[src/rtl/line_follow_pkg.sv]
// Shared types and constants for the line-follower route controller.
package line_follow_pkg;

    // Route table action codes; 5..7 are reserved and end the route in FAULT.
    localparam logic [2:0] ACT_STRAIGHT = 3'd0;
    localparam logic [2:0] ACT_LEFT     = 3'd1;
    localparam logic [2:0] ACT_RIGHT    = 3'd2;
    localparam logic [2:0] ACT_UTURN    = 3'd3;
    localparam logic [2:0] ACT_STOP     = 3'd4;

    // Motor direction pairs as {a, b}.
    localparam logic [1:0] DIR_FWD = 2'b10;
    localparam logic [1:0] DIR_REV = 2'b01;
    localparam logic [1:0] DIR_OFF = 2'b00;

    // Duty cycles used by the manoeuvres.
    localparam logic [3:0] DC_STRAIGHT = 4'd8;
    localparam logic [3:0] DC_PIVOT    = 4'd6;

    // Default sensor thresholds (12-bit ADC counts).
    localparam logic [11:0] DEF_THRESH_HI = 12'd1000;
    localparam logic [11:0] DEF_THRESH_LO = 12'd200;

    typedef enum logic [2:0] {
        ST_IDLE,
        ST_FOLLOW,
        ST_DISPATCH,
        ST_BLIND,
        ST_SEEK,
        ST_EXIT,
        ST_DONE,
        ST_FAULT
    } state_e;

    // States in which the robot is parked and the route table may be rewritten.
    function automatic logic is_rest_state(input state_e s);
        return (s == ST_IDLE) || (s == ST_DONE) || (s == ST_FAULT);
    endfunction

endpackage

[src/rtl/node_detector.sv]
// Threshold compare plus debounced, re-armed node detection.
module node_detector
    import line_follow_pkg::*;
#(
    parameter logic [11:0] THRESH_HI = DEF_THRESH_HI,
    parameter logic [11:0] THRESH_LO = DEF_THRESH_LO,
    parameter int          DEBOUNCE  = 3
) (
    input  logic        clk_3125KHz,
    input  logic        rst_n,
    input  logic        en,
    input  logic [11:0] left,
    input  logic [11:0] middle,
    input  logic [11:0] right,
    output logic        node_on,
    output logic        centred,
    output logic        node_pulse
);

    localparam logic [1:0] CNT_LAST = 2'(DEBOUNCE - 1);

    logic [1:0] cnt_reg, cnt_next;
    logic       armed_reg, armed_next;

    assign node_on = (left > THRESH_HI) && (middle > THRESH_HI) && (right > THRESH_HI);
    assign centred = (middle > THRESH_HI) && (left < THRESH_LO) && (right < THRESH_LO);

    // Count consecutive node cycles while enabled; a confirmed node disarms
    // detection until the sensors have seen at least one non-node cycle.
    always_comb begin
        cnt_next   = 2'd0;
        armed_next = armed_reg;
        node_pulse = 1'b0;
        if (!node_on) begin
            armed_next = 1'b1;
        end
        if (en && armed_reg && node_on) begin
            if (cnt_reg == CNT_LAST) begin
                node_pulse = 1'b1;
                armed_next = 1'b0;
            end else begin
                cnt_next = cnt_reg + 2'd1;
            end
        end
    end

    // Debounce counter and arm flag; starts disarmed so a robot parked on a
    // node does not fire on its first FOLLOW cycles.
    always_ff @(posedge clk_3125KHz) begin
        if (!rst_n) begin
            cnt_reg   <= 2'd0;
            armed_reg <= 1'b0;
        end else begin
            cnt_reg   <= cnt_next;
            armed_reg <= armed_next;
        end
    end

endmodule

[src/rtl/node_turn_sequencer.sv]
// Route-level sequencer between the line follower and the motor PWM driver.
module node_turn_sequencer
    import line_follow_pkg::*;
#(
    parameter int          ROUTE_LEN = 12,
    parameter logic [11:0] THRESH_HI = DEF_THRESH_HI,
    parameter logic [11:0] THRESH_LO = DEF_THRESH_LO,
    parameter int          DEBOUNCE  = 3,
    parameter int          TURN_MIN  = 15625,
    parameter int          TURN_MAX  = 1562500
) (
    input  logic        clk_3125KHz,
    input  logic        rst_n,
    input  logic        start,
    input  logic        abort,
    input  logic [11:0] left,
    input  logic [11:0] middle,
    input  logic [11:0] right,
    input  logic        lf_m1_a,
    input  logic        lf_m1_b,
    input  logic        lf_m2_a,
    input  logic        lf_m2_b,
    input  logic [3:0]  lf_dc1,
    input  logic [3:0]  lf_dc2,
    input  logic        route_wr_en,
    input  logic [3:0]  route_wr_addr,
    input  logic [2:0]  route_wr_data,
    output logic        m1_a,
    output logic        m1_b,
    output logic        m2_a,
    output logic        m2_b,
    output logic [3:0]  dc1,
    output logic [3:0]  dc2,
    output logic [3:0]  node_idx,
    output logic        busy,
    output logic        done,
    output logic        fault
);

    localparam logic [3:0]  LAST_IDX   = 4'(ROUTE_LEN - 1);
    localparam logic [20:0] BLIND_LAST = 21'(TURN_MIN - 1);
    localparam logic [20:0] UTURN_LAST = 21'(2 * TURN_MIN - 1);
    localparam logic [20:0] SEEK_LAST  = 21'(TURN_MAX - 1);

    state_e      state_reg, state_next;
    logic [20:0] turn_cnt_reg, turn_cnt_next;
    logic [2:0]  act_reg, act_next;
    logic [3:0]  node_idx_next;
    logic        advance;
    logic [2:0]  route_mem [16];
    logic [2:0]  route_rd_reg;
    logic [1:0]  m1_next, m2_next;
    logic [3:0]  dc1_next, dc2_next;
    logic        node_on, centred, node_pulse;

    node_detector #(
        .THRESH_HI (THRESH_HI),
        .THRESH_LO (THRESH_LO),
        .DEBOUNCE  (DEBOUNCE)
    ) u_node_detector (
        .clk_3125KHz (clk_3125KHz),
        .rst_n       (rst_n),
        .en          (state_reg == ST_FOLLOW),
        .left        (left),
        .middle      (middle),
        .right       (right),
        .node_on     (node_on),
        .centred     (centred),
        .node_pulse  (node_pulse)
    );

    // Next-state logic; pin values are derived from the state being entered
    // so pins change on the same edge as the state.
    always_comb begin
        state_next    = state_reg;
        turn_cnt_next = turn_cnt_reg + 21'd1;
        act_next      = act_reg;
        node_idx_next = node_idx;
        advance       = 1'b0;
        case (state_reg)
            ST_IDLE, ST_DONE, ST_FAULT: begin
                if (start) begin
                    state_next    = ST_FOLLOW;
                    node_idx_next = 4'd0;
                end
            end
            ST_FOLLOW: begin
                if (node_pulse) state_next = ST_DISPATCH;
            end
            ST_DISPATCH: begin
                act_next = route_rd_reg;
                case (route_rd_reg)
                    ACT_STRAIGHT:                  state_next = ST_EXIT;
                    ACT_LEFT, ACT_RIGHT, ACT_UTURN: state_next = ST_BLIND;
                    ACT_STOP:                      state_next = ST_DONE;
                    default:                       state_next = ST_FAULT;
                endcase
            end
            ST_BLIND: begin
                if (turn_cnt_reg == ((act_reg == ACT_UTURN) ? UTURN_LAST : BLIND_LAST)) begin
                    state_next = ST_SEEK;
                end
            end
            ST_SEEK: begin
                if (centred) begin
                    advance = 1'b1;
                end else if (turn_cnt_reg == SEEK_LAST) begin
                    state_next = ST_FAULT;
                end
            end
            ST_EXIT: begin
                if (!node_on) advance = 1'b1;
            end
            default: state_next = ST_IDLE;
        endcase

        // The last route entry finishes the route; node_idx never wraps.
        if (advance) begin
            if (node_idx == LAST_IDX) begin
                state_next = ST_DONE;
            end else begin
                state_next    = ST_FOLLOW;
                node_idx_next = node_idx + 4'd1;
            end
        end

        if (abort) state_next = ST_IDLE;

        // The turn/seek counter restarts on every state change.
        if (state_next != state_reg) turn_cnt_next = 21'd0;

        m1_next  = DIR_OFF;
        m2_next  = DIR_OFF;
        dc1_next = 4'd0;
        dc2_next = 4'd0;
        case (state_next)
            ST_FOLLOW: begin
                m1_next  = {lf_m1_a, lf_m1_b};
                m2_next  = {lf_m2_a, lf_m2_b};
                dc1_next = lf_dc1;
                dc2_next = lf_dc2;
            end
            ST_DISPATCH: begin
                m1_next  = {m1_a, m1_b};
                m2_next  = {m2_a, m2_b};
                dc1_next = dc1;
                dc2_next = dc2;
            end
            ST_BLIND, ST_SEEK: begin
                m1_next  = (act_next == ACT_LEFT) ? DIR_REV : DIR_FWD;
                m2_next  = (act_next == ACT_LEFT) ? DIR_FWD : DIR_REV;
                dc1_next = DC_PIVOT;
                dc2_next = DC_PIVOT;
            end
            ST_EXIT: begin
                m1_next  = DIR_FWD;
                m2_next  = DIR_FWD;
                dc1_next = DC_STRAIGHT;
                dc2_next = DC_STRAIGHT;
            end
            default: ;
        endcase
    end

    // State, counters and registered output pins.
    always_ff @(posedge clk_3125KHz) begin
        if (!rst_n) begin
            state_reg    <= ST_IDLE;
            turn_cnt_reg <= 21'd0;
            act_reg      <= ACT_STOP;
            node_idx     <= 4'd0;
            {m1_a, m1_b} <= DIR_OFF;
            {m2_a, m2_b} <= DIR_OFF;
            dc1          <= 4'd0;
            dc2          <= 4'd0;
            busy         <= 1'b0;
            done         <= 1'b0;
            fault        <= 1'b0;
        end else begin
            state_reg    <= state_next;
            turn_cnt_reg <= turn_cnt_next;
            act_reg      <= act_next;
            node_idx     <= node_idx_next;
            {m1_a, m1_b} <= m1_next;
            {m2_a, m2_b} <= m2_next;
            dc1          <= dc1_next;
            dc2          <= dc2_next;
            busy         <= !is_rest_state(state_next);
            done         <= (state_next == ST_DONE);
            fault        <= (state_next == ST_FAULT);
        end
    end

    // Route table; writes land only while parked, reset fills it with STOP.
    always_ff @(posedge clk_3125KHz) begin
        if (!rst_n) begin
            for (int i = 0; i < 16; i++) route_mem[i] <= ACT_STOP;
        end else if (route_wr_en && is_rest_state(state_reg)) begin
            route_mem[route_wr_addr] <= route_wr_data;
        end
    end

    // Registered table read of the current entry; node_idx is stable for
    // several FOLLOW cycles before any DISPATCH consumes it.
    always_ff @(posedge clk_3125KHz) begin
        if (!rst_n) begin
            route_rd_reg <= ACT_STOP;
        end else begin
            route_rd_reg <= route_mem[node_idx];
        end
    end

endmodule

[config.mk]
export PLATFORM = sky130hd
export DESIGN_NAME = node_turn_sequencer
export DESIGN_NICKNAME = d
export VERILOG_FILES = /design/src/rtl/line_follow_pkg.sv /design/src/rtl/node_detector.sv /design/src/rtl/node_turn_sequencer.sv
export SDC_FILE = /design/constraint.sdc
export NUM_CORES = 1
export LEC_CHECK = 0
export CAP_MARGIN = 20
export CORE_MARGIN = 2
export CORE_UTILIZATION = 59
export DETAILED_ROUTE_END_ITERATION = 6
export DONT_BUFFER_PORTS = 1
export PLACE_DENSITY_LB_ADDON = 0.2
export RECOVER_POWER = 100
export SYNTH_ARGS = -nofsm -noshare
export SYNTH_HDL_FRONTEND = slang
export SYNTH_SLANG_ARGS = --single-unit
[constraint.sdc]
create_clock -name clk_3125KHz -period 4.7 [get_ports clk_3125KHz]
set_clock_uncertainty 0.05 [all_clocks]
set_input_delay 0.94 -clock clk_3125KHz [delete_from_list [all_inputs] [get_ports clk_3125KHz]]
set_output_delay 0.94 -clock clk_3125KHz [all_outputs]
set_load 0.1 [all_outputs]
# Word-level counts from Yosys, hierarchy flattened
# Memory sizes are Yosys's and may differ from the RTL's. A register that Yosys moved wholly into a read port is not among the register bits.
# Cells that the tools add are included.
[op_classes]
addsub = 3
order_cmp = 5
n_eq_ne = 25
mux = 37
bitwise = 2
reduce_logical = 22
[op_table]
columns = ["cell", "n"]
rows = [
  ["greater-than comparator 12 x 10 -> 1 bit (second input constant)", 3],
  ["case mux 4 bit (4 select lines)", 2],
  ["two-way mux 3 bit", 10],
  ["== test 3 bit (second input constant)", 9],
  ["< comparator 12 x 8 -> 1 bit (second input constant)", 2],
  ["adder 21 x 1 -> 21 bit (second input constant)", 1],
  ["== test 21 x 15 -> 1 bit", 1],
  ["== test 21 bit (second input constant)", 1],
  ["== test 3 x 2 -> 1 bit (second input constant)", 7],
  ["two-way mux 4 bit", 5],
  ["case mux 2 bit (4 select lines)", 2],
  ["two-way mux 15 bit", 1],
  ["case mux 3 bit (5 select lines)", 1],
  ["== test 3 x 1 -> 1 bit (second input constant)", 4],
  ["two-way mux 1 bit", 12],
  ["OR reduction 3 bit", 4],
  ["zero test 3 bit", 3],
  ["case mux 3 bit (3 select lines)", 1],
  ["logical AND 1 bit", 7],
  ["adder 4 x 1 -> 4 bit (second input constant)", 1],
  ["== test 4 bit (second input constant)", 1],
  ["logical OR 1 bit", 4],
  ["two-way mux 2 bit", 2],
  ["OR reduction 2 bit", 2],
  ["other kinds (6)", 8],
]
[totals]
register_bits = 49
ramBits = 48
input_bits = 60
wordCells = 110
mem_count = 1
[mem_list]
columns = ["name", "words", "width", "rd", "rd_ports_with_merged_regs", "write_ports", "line", "text"]
rows = [
  ["route_mem", 16, 3, 1, 1, 16, "node_turn_sequencer.sv:50", "logic [2:0] route_mem [16];"],
]

# Depth between registers and ports, before layout
# Gate-level depths: netlist (run 1).
[depth]
word_depth = 13
ltp_mapped = 11
mapped_depth_nobuf = 9

# By module
# A second synthesis (run 1) with hierarchy kept.
[hier_totals]
hier_cells = 491
area_unflattened_um2 = 5131.2
[modules_own_cells]
columns = ["module", "n_inst", "cells_each", "area_per_inst_um2", "seq_area_each_um2"]
rows = [
  ["node_turn_sequencer", 1, 454, 4863.4, 2422.3],
  ["node_detector", 1, 37, 267.8, 60.1],
]

# Worst setup path after synthesis (run 1)
# Ideal clock, no wire load.
[synth_path]
kind = "in2reg"
start = "input port middle[7]"
end = "register m1_b"
arrival_time_ns = 3.036
t_required_ns = 4.528
slack_ns = 1.492
stages = 9
path_cell_list = "nand4_1 > o31ai_1 > nor3b_1 > a21boi_0 > o41ai_4 > a21o_1 > buf_2 > nor2_1 > a311o_1"
[synth_via]
elab_chain_len = 12
word_cells_on_any_way = 22
classes_between = "order compare: 1; eq/ne: 5; mux: 10; reduce/logical: 6"
[synth_lines]
columns = ["element", "line", "text"]
rows = [
  ["start, declared", "node_turn_sequencer.sv:17", "input logic [11:0] middle,"],
  ["greater-than comparator 12 x 10 -> 1 bit (*)", "node_detector.sv:25, node_detector.sv:26", ""],
  ["logical AND 1 bit (2 in a row)", "node_detector.sv:25", "assign node_on = (left > THRESH_HI) && (middle > THRESH_HI) && (right > THRESH_HI);"],
  ["logical AND 1 bit", "node_detector.sv:37", "if (en && armed_reg && node_on) begin"],
  ["two-way mux 1 bit", "node_detector.sv:37", ""],
  ["two-way mux 3 bit", "node_turn_sequencer.sv:88", "if (node_pulse) state_next = ST_DISPATCH;"],
  ["case mux 3 bit (5 select lines)", "node_turn_sequencer.sv:80", "case (state_reg)"],
  ["two-way mux 3 bit (*)", "node_turn_sequencer.sv:118", "if (advance) begin"],
  ["two-way mux 3 bit (*)", "node_turn_sequencer.sv:127", "if (abort) state_next = ST_IDLE;"],
  ["== test 3 x 2 -> 1 bit / == test 3 bit (equally long branches)", "node_turn_sequencer.sv:136", "case (state_next)"],
  ["OR reduction 2 bit", "node_turn_sequencer.sv:136", ""],
  ["case mux 2 bit (4 select lines)", "node_turn_sequencer.sv:136", ""],
  ["end signal, assigned", "node_turn_sequencer.sv:184", "{m1_a, m1_b} <= m1_next;"],
  ["end, declared", "node_turn_sequencer.sv:29", "output logic m1_b,"],
]
# Mark *: on every way between the ends. The rest lies on a longest branch, timed or not.
# A chain may end at the register's enable or synchronous reset.

# Worst setup path after layout (run 1)
[layout_path]
start = "input port middle[7]"
end = "register dc2[1]"
[layout_via]
elab_chain_len = 12
word_cells_on_any_way = 22
classes_between = "order compare: 1; eq/ne: 5; mux: 10; reduce/logical: 6"
[layout_lines]
columns = ["element", "line", "text"]
rows = [
  ["greater-than comparator 12 x 10 -> 1 bit (*)", "node_detector.sv:25, node_detector.sv:26", ""],
  ["logical AND 1 bit (2 in a row)", "node_detector.sv:25", ""],
  ["logical AND 1 bit", "node_detector.sv:37", ""],
  ["two-way mux 1 bit", "node_detector.sv:37", ""],
  ["two-way mux 3 bit", "node_turn_sequencer.sv:88", ""],
  ["case mux 3 bit (5 select lines)", "node_turn_sequencer.sv:80", ""],
  ["two-way mux 3 bit (*)", "node_turn_sequencer.sv:118", ""],
  ["two-way mux 3 bit (*)", "node_turn_sequencer.sv:127", ""],
  ["== test 3 x 2 -> 1 bit / == test 3 bit (equally long branches)", "node_turn_sequencer.sv:136", ""],
  ["OR reduction 2 bit", "node_turn_sequencer.sv:136", ""],
  ["case mux 4 bit (4 select lines)", "node_turn_sequencer.sv:136", ""],
  ["end signal, assigned", "node_turn_sequencer.sv:187", "dc2 <= dc2_next;"],
  ["end, declared", "node_turn_sequencer.sv:33", "output logic [3:0] dc2,"],
]
# Marks and branches as above.

==> results.py, run 1 <==
metrics = {
    "route": {
        "routedWlPerCell_um": 17.5,
        "drt-total-wl_um": 10400,
        "drt_iter0_markers": 217,
        "drc_errors": 0,
        "ant_nets": 0,
        "via_count": 3678,
        "viasPerCell": 6.16,
        "drt_first_pass_iters": 4,
    },
    "timing": {
        "drv_slew": 40,
        "rsz0062_at_grt": "no",
        "fmax_ghz": 0.262,
        "setup_violations": 0,
        "slew_headroom_pct": -47.4,
        "fin_crit_ps": 3820,
        "tightest_slew_ps": 2210,
        "finalHoldViolations": 0,
        "fin_tns_setup_ps": 0,
        "setup_ws_ps": 883,
        "finalCritPeriodShare_pct": 81.2,
    },
    "final_layout": {
        "syn_to_final_growth_pct": 3.53,
        "largest_reg_flops": 48,
        "nNetsFinal": 549,
        "postLayoutCellArea_mm2": 0.00522,
        "drive_gt1_share_pct": 11.6,
    },
    "clock_tree": {
        "cts_setup_buffers": 0,
        "numCtsBuffers": 9,
        "hold_buffers": 0,
        "clkTransAtPathRegs_ps": 90,
        "cts_buffer_depth": 2,
        "cts.htree.levels": 3,
        "cts-resized-gates": 0,
        "cts_tree": "yes",
        "cts_sinks": 100,
        "clk-insertion-delay-late_ps": 360,
        "root_buffer": "clkbuf_8",
    },
    "grt": {
        "grt_first_pass_wirelength_um": 17100,
        "overflow": 0,
        "grt_pass1_vias": 3484,
        "grt_max_degree": 41,
        "track_usage_pct": 24.6,
        "antenna_found_initial": 1,
    },
    "critical_path": {
        "critical_path_arrival_ps": 4080,
        "required_ps": 4960,
        "cp-start-kind": "primary input",
        "crit_type": "primary input to flop",
        "critPathMostFrequentCell": "a21boi_0",
        "path_max_fanout": 5,
        "crit_chain": "nand4_1 > o31ai_1 > nor3b_1 > a21boi_0 > o41ai_1 > nand3b_1 > a21boi_0 > o221a_2",
        "cp_slowest_stage_delay_ps": 820,
        "cp_slowest_cell": "o41ai_1",
        "path_buf_inv": 0,
        "crit_path_end_kind": "flop",
        "critPathTopFamily": "compound AO/OA/AOI/OAI gates",
    },
    "placement": {
        "gp_congestion": 0.806,
        "io_buffers": 0,
        "place_ws_ps": 959,
        "post-dp-hpwl_um": 7700,
        "placed_cell_area_mm2": 0.00510,
    },
    "floorplan": {
        "die_area_mm2": 0.00929,
        "fp-row-count": 33,
        "die_w_um": 96.4,
        "die_y_um": 96.4,
        "coreArea_mm2": 0.00826,
        "start_util_pct": 61.0,
        "pin_count": 79,
    },
    "outcome": {
        "violations": "max-capacitance violations, max-slew violations",
        "outcome": "finished with violations",
    },
    "synth": {
        "synth_area_per_cell_um2": 10.2,
        "synth.yosys.warnings": 0,
        "synth_flop_cell": "dfxtp_1",
        "synth-edff-count": 48,
        "synthCells": 494,
        "synth-seq-cells": 100,
        "synthArstFlopShare_pct": 0,
        "syn-cell-area_mm2": 0.00504,
        "syn_nets": 557,
        "synth.distinct_cells": 65,
        "ys_seq_area_share_pct": 49.3,
    },
    "job": {
        "cap_violations": 4,
    },
    "power_and_ir_drop": {
        "power_leakage_nw": 1.69,
        "peakVddDrop_mv": 0.230,
        "power_density_mw_per_mm2": 297,
    },
    "min_path": {
        "hold_class": "flop to flop",
    },
}
-- metrics by stage --
stage               instances  total power [mW]  utilization, %  hold slack (ps)
floorplan                 494              1.06               -              342
global placement          580              1.07            61.8              350
detailed placement        580              1.07            61.8              356
CTS                       596              1.56            64.0              368
global route              597              1.60            63.2              395
finish                    597              1.55            63.2              369
-- Yosys cell counts (3+ instances only) --
cell / count / share of area (%)
nand3b_1: 4 / 0.60
or2_2: 8 / 0.99
xnor2_1: 8 / 1.4
dfxtp_1: 52 / 21
mux4_2: 14 / 6.3
and2_1: 9 / 1.1
and4_1: 3 / 0.52
nand2_1: 57 / 4.2
and3_1: 6 / 0.75
nand3_1: 23 / 2.3
o221a_2: 4 / 0.89
nor2_2: 20 / 2.5
nand2b_1: 10 / 1.2
clkbuf_1: 18 / 1.3
nor4_1: 13 / 1.6
inv_1: 7 / 0.52
or3_1: 6 / 0.75
nor3b_1: 3 / 0.45
ha_1: 3 / 0.75
edfxtp_1: 48 / 29
buf_2: 3 / 0.30
nor2b_1: 10 / 1.2
nand4_1: 6 / 0.75
o21ai_0: 16 / 1.6
o21bai_1: 4 / 0.60
xor2_1: 13 / 2.3
a21oi_1: 10 / 0.99
nor3_1: 19 / 1.9
a21o_1: 4 / 0.60
nor4b_1: 3 / 0.52
nor2_1: 45 / 3.4
-- kinds of logic (layout without fill, tap and decap cells) --
| kind of cell | count (synthesis) | count (layout) | share of synthesized area (%) |
|---|---|---|---|
| xor gates and xnor gates | 21 | 21 | 3.65 |
| and+or+nand+nor | 257 | 257 | 27.4 |
| buffers and inverters | 33 | 30 | 2.83 |
| adders and majority gates | 3 | 3 | 0.745 |
| other | 0 | 1 | 0 |
| muxes | 17 | 17 | 6.88 |
| AOI/OAI and AO/OA | 63 | 63 | 9.26 |
| DFF | 100 | 100 | 49.3 |
-- where the power goes --
group          switching [mW]  internal, mW
sequential             0.0399         0.929
combinational          0.0499        0.0285
clock                   0.281         0.219
total                   0.370          1.18
-- placed cells by master (no fill, tap or decap), types with 3 or more instances in the layout --
cell,synthesis,routed
clkbuf_1,18,6
a21o_1,4,4
and4_1,3,3
or2_2,8,8
and3_1,6,6
nor4_1,13,13
a21oi_1,10,10
dfxtp_1,52,52
clkbuf_8,0,11
nand2_1,57,57
and2_0,0,7
nor2_1,45,57
nand3b_1,4,4
nand4_1,6,6
xnor2_1,8,8
ha_1,3,3
nor3_1,19,19
nand3_1,23,23
mux4_2,14,14
inv_1,7,7
nor2b_1,10,10
o21ai_0,16,16
o221a_2,4,4
nor3b_1,3,3
or3_1,6,6
nor4b_1,3,3
edfxtp_1,48,48
o21bai_1,4,4
nor2_2,20,8
nand2b_1,10,10
xor2_1,13,13
-- per-layer routing --
| layer | global-route usage [%] | wire (um) |
|---|---|---|
| met1 | 33.6 | 4660 |
| met2 | 39.1 | 4860 |
| met3 | 7.14 | 813 |
| met4 | 5.75 | 93 |
| met5 | 0 | 0 |
-- path summary, 6_finish.rpt --
check,startpoint,to,slack [ps],cells after the start
setup / recovery,middle[7],dc2[1],880,8
hold / removal,u_node_detector.cnt_reg[0],u_node_detector.cnt_reg[0],370,1
setup reg to reg,node_idx[3],turn_cnt_reg[10],910,9
hold reg to reg,u_node_detector.cnt_reg[0],u_node_detector.cnt_reg[0],370,1
-- final cells by class --
class                      count  area (um2)
multi-input combinational    361        2360
inverter                       8        30.0
tap                          105         131
antenna                        1        2.50
timing repair buffer           6        26.3
fill                         686        3040
clock inverter                 4        23.8
clock buffer                  12         155
sequential                   100        2480
Power figures use the tool's default switching activity.
==> inputs of run 2 (changes only) <==
CORE_UTILIZATION = 57   (was 59)
clock period = 3.1 ns   (was 4.7 ns; I/O delays follow)
==> results.py, run 2 (same netlist as run 1, synthesis figures left out) <==
metrics = {
    "floorplan": {
        "fp-row-count": 34,
        "die_area_mm2": 0.00961,
        "start_util_pct": 58.3,
        "coreArea_mm2": 0.00864,
        "die_y_um": 98.0,
        "die_w_um": 98.0,
        "pin_count": 79,
    },
    "outcome": {
        "outcome": "finished, final reports clean",
    },
    "critical_path": {
        "crit_type": "flop to flop",
        "cp-start-kind": "flop",
        "required_ps": 3350,
        "critical_path_arrival_ps": 3200,
        "path_max_fanout": 8,
        "crit_path_end_kind": "flop",
    },
    "timing": {
        "tightest_slew_ps": 1470,
        "finalCritPeriodShare_pct": 95.2,
        "fmax_ghz": 0.339,
        "setup_violations": 0,
        "fin_crit_ps": 2950,
        "whs_ps": 286,
        "fin_tns_setup_ps": 0,
        "drv_slew": 0,
        "slew_headroom_pct": 2.11,
        "finalHoldViolations": 0,
    },
    "clock_tree": {
        "root_buffer": "clkbuf_8",
        "clk-insertion-delay-late_ps": 350,
        "numCtsBuffers": 9,
        "cts_sinks": 100,
        "clkTransAtPathRegs_ps": 90,
        "cts.htree.levels": 3,
        "cts_tree": "yes",
        "hold_buffers": 0,
        "cts_buffer_depth": 2,
    },
    "route": {
        "drt-total-wl_um": 11000,
        "drt_iter0_markers": 157,
        "via_count": 3746,
        "ant_nets": 0,
        "drc_errors": 0,
        "viasPerCell": 6.08,
        "routedWlPerCell_um": 17.9,
        "drt_first_pass_iters": 5,
    },
    "grt": {
        "grt_util_met3_pct": 3.87,
        "grt_pass1_vias": 3643,
        "grt_first_pass_wirelength_um": 17900,
        "top_usage_layer": "met2",
        "grt_max_degree": 41,
        "overflow": 0,
        "antenna_found_initial": 0,
        "use_met1_pct": 29.5,
        "grt_util_met2_pct": 41.9,
        "track_usage_pct": 23.7,
    },
    "final_layout": {
        "nNetsFinal": 566,
        "drive_gt1_share_pct": 18.3,
        "syn_to_final_growth_pct": 8.00,
        "largest_reg_flops": 48,
        "fin_util_pct": 63.0,
        "diodes": 0,
        "final_common_cell": "nand2_1",
        "final_cell_mix": "nand2_1 (57), dfxtp_1 (51), edfxtp_1 (48), nor2_1 (45), nand3_1 (23)",
    },
    "power_and_ir_drop": {
        "power_density_mw_per_mm2": 446,
        "power_leakage_nw": 1.82,
        "peakVddDrop_mv": 0.272,
    },
    "job": {
        "cap_violations": 0,
    },
    "placement": {
        "io_buffers": 0,
        "gp_congestion": 0.875,
        "post-dp-hpwl_um": 8270,
    },
    "min_path": {
        "hold_class": "primary input to flop",
    },
}
-- run 2: timing repair --
item,CTS,global route
setup endpoints to repair,0,8
setup buffers,0,0
gates resized for setup,0,4
-- run 2: final cells by class --
class | instances | area, um2
clock buffer | 10 | 138
clock inverter | 6 | 56.3
fill | 723 | 3190
inverter | 8 | 30.0
multi-input combinational | 361 | 2430
sequential | 100 | 2480
tap | 108 | 135
timing repair buffer | 23 | 164
-- run 2: report_power, final --
group	internal, mW	leakage (nW)	switching [mW]	total [mW]
Clock	0.389	0.109	0.431	0.820
Combinational	0.0575	0.836	0.0837	0.141
Sequential	1.41	0.872	0.0569	1.47
-- run 2: metal layers --
metal  routed length, um  up-vias
met5                   0        -
met4                 219        0
met3                 465       16
met2                5790      112
met1                4530     1795
li1                    -     1823
-- run 2: worst paths after layout --
check | start | end | slack (ps) | cells after the start
max | turn_cnt_reg[2] | dc2[1] | 150 | 9
min reg2reg | u_node_detector.cnt_reg[0] | u_node_detector.cnt_reg[0] | 370 | 1
min | rst_n | act_reg[2] | 290 | 1
max reg2reg | turn_cnt_reg[2] | dc2[1] | 150 | 9
-- run 2: per-stage QoR --
step	instances	area [um2]	power [mW]	setup slack, ps
2_1_floorplan	494	5040	1.61	212
3_3_place_gp	600	5250	1.63	72.2
3_5_place_dp	600	5250	1.64	-4.32
4_1_cts	616	5440	2.45	48.1
5_1_grt	616	5440	2.52	-20.8
6_report	616	5440	2.43	149
-- run 2: worst max-delay path, cell delays in order, from the launching register on --
cell	delay, ps
dfxtp_1	370
nor3_2	200
nand3b_1	130
or4_4	550
a221o_1	410
nand4b_4	190
buf_4	180
nand3b_1	250
a21boi_2	320
o221a_2	240
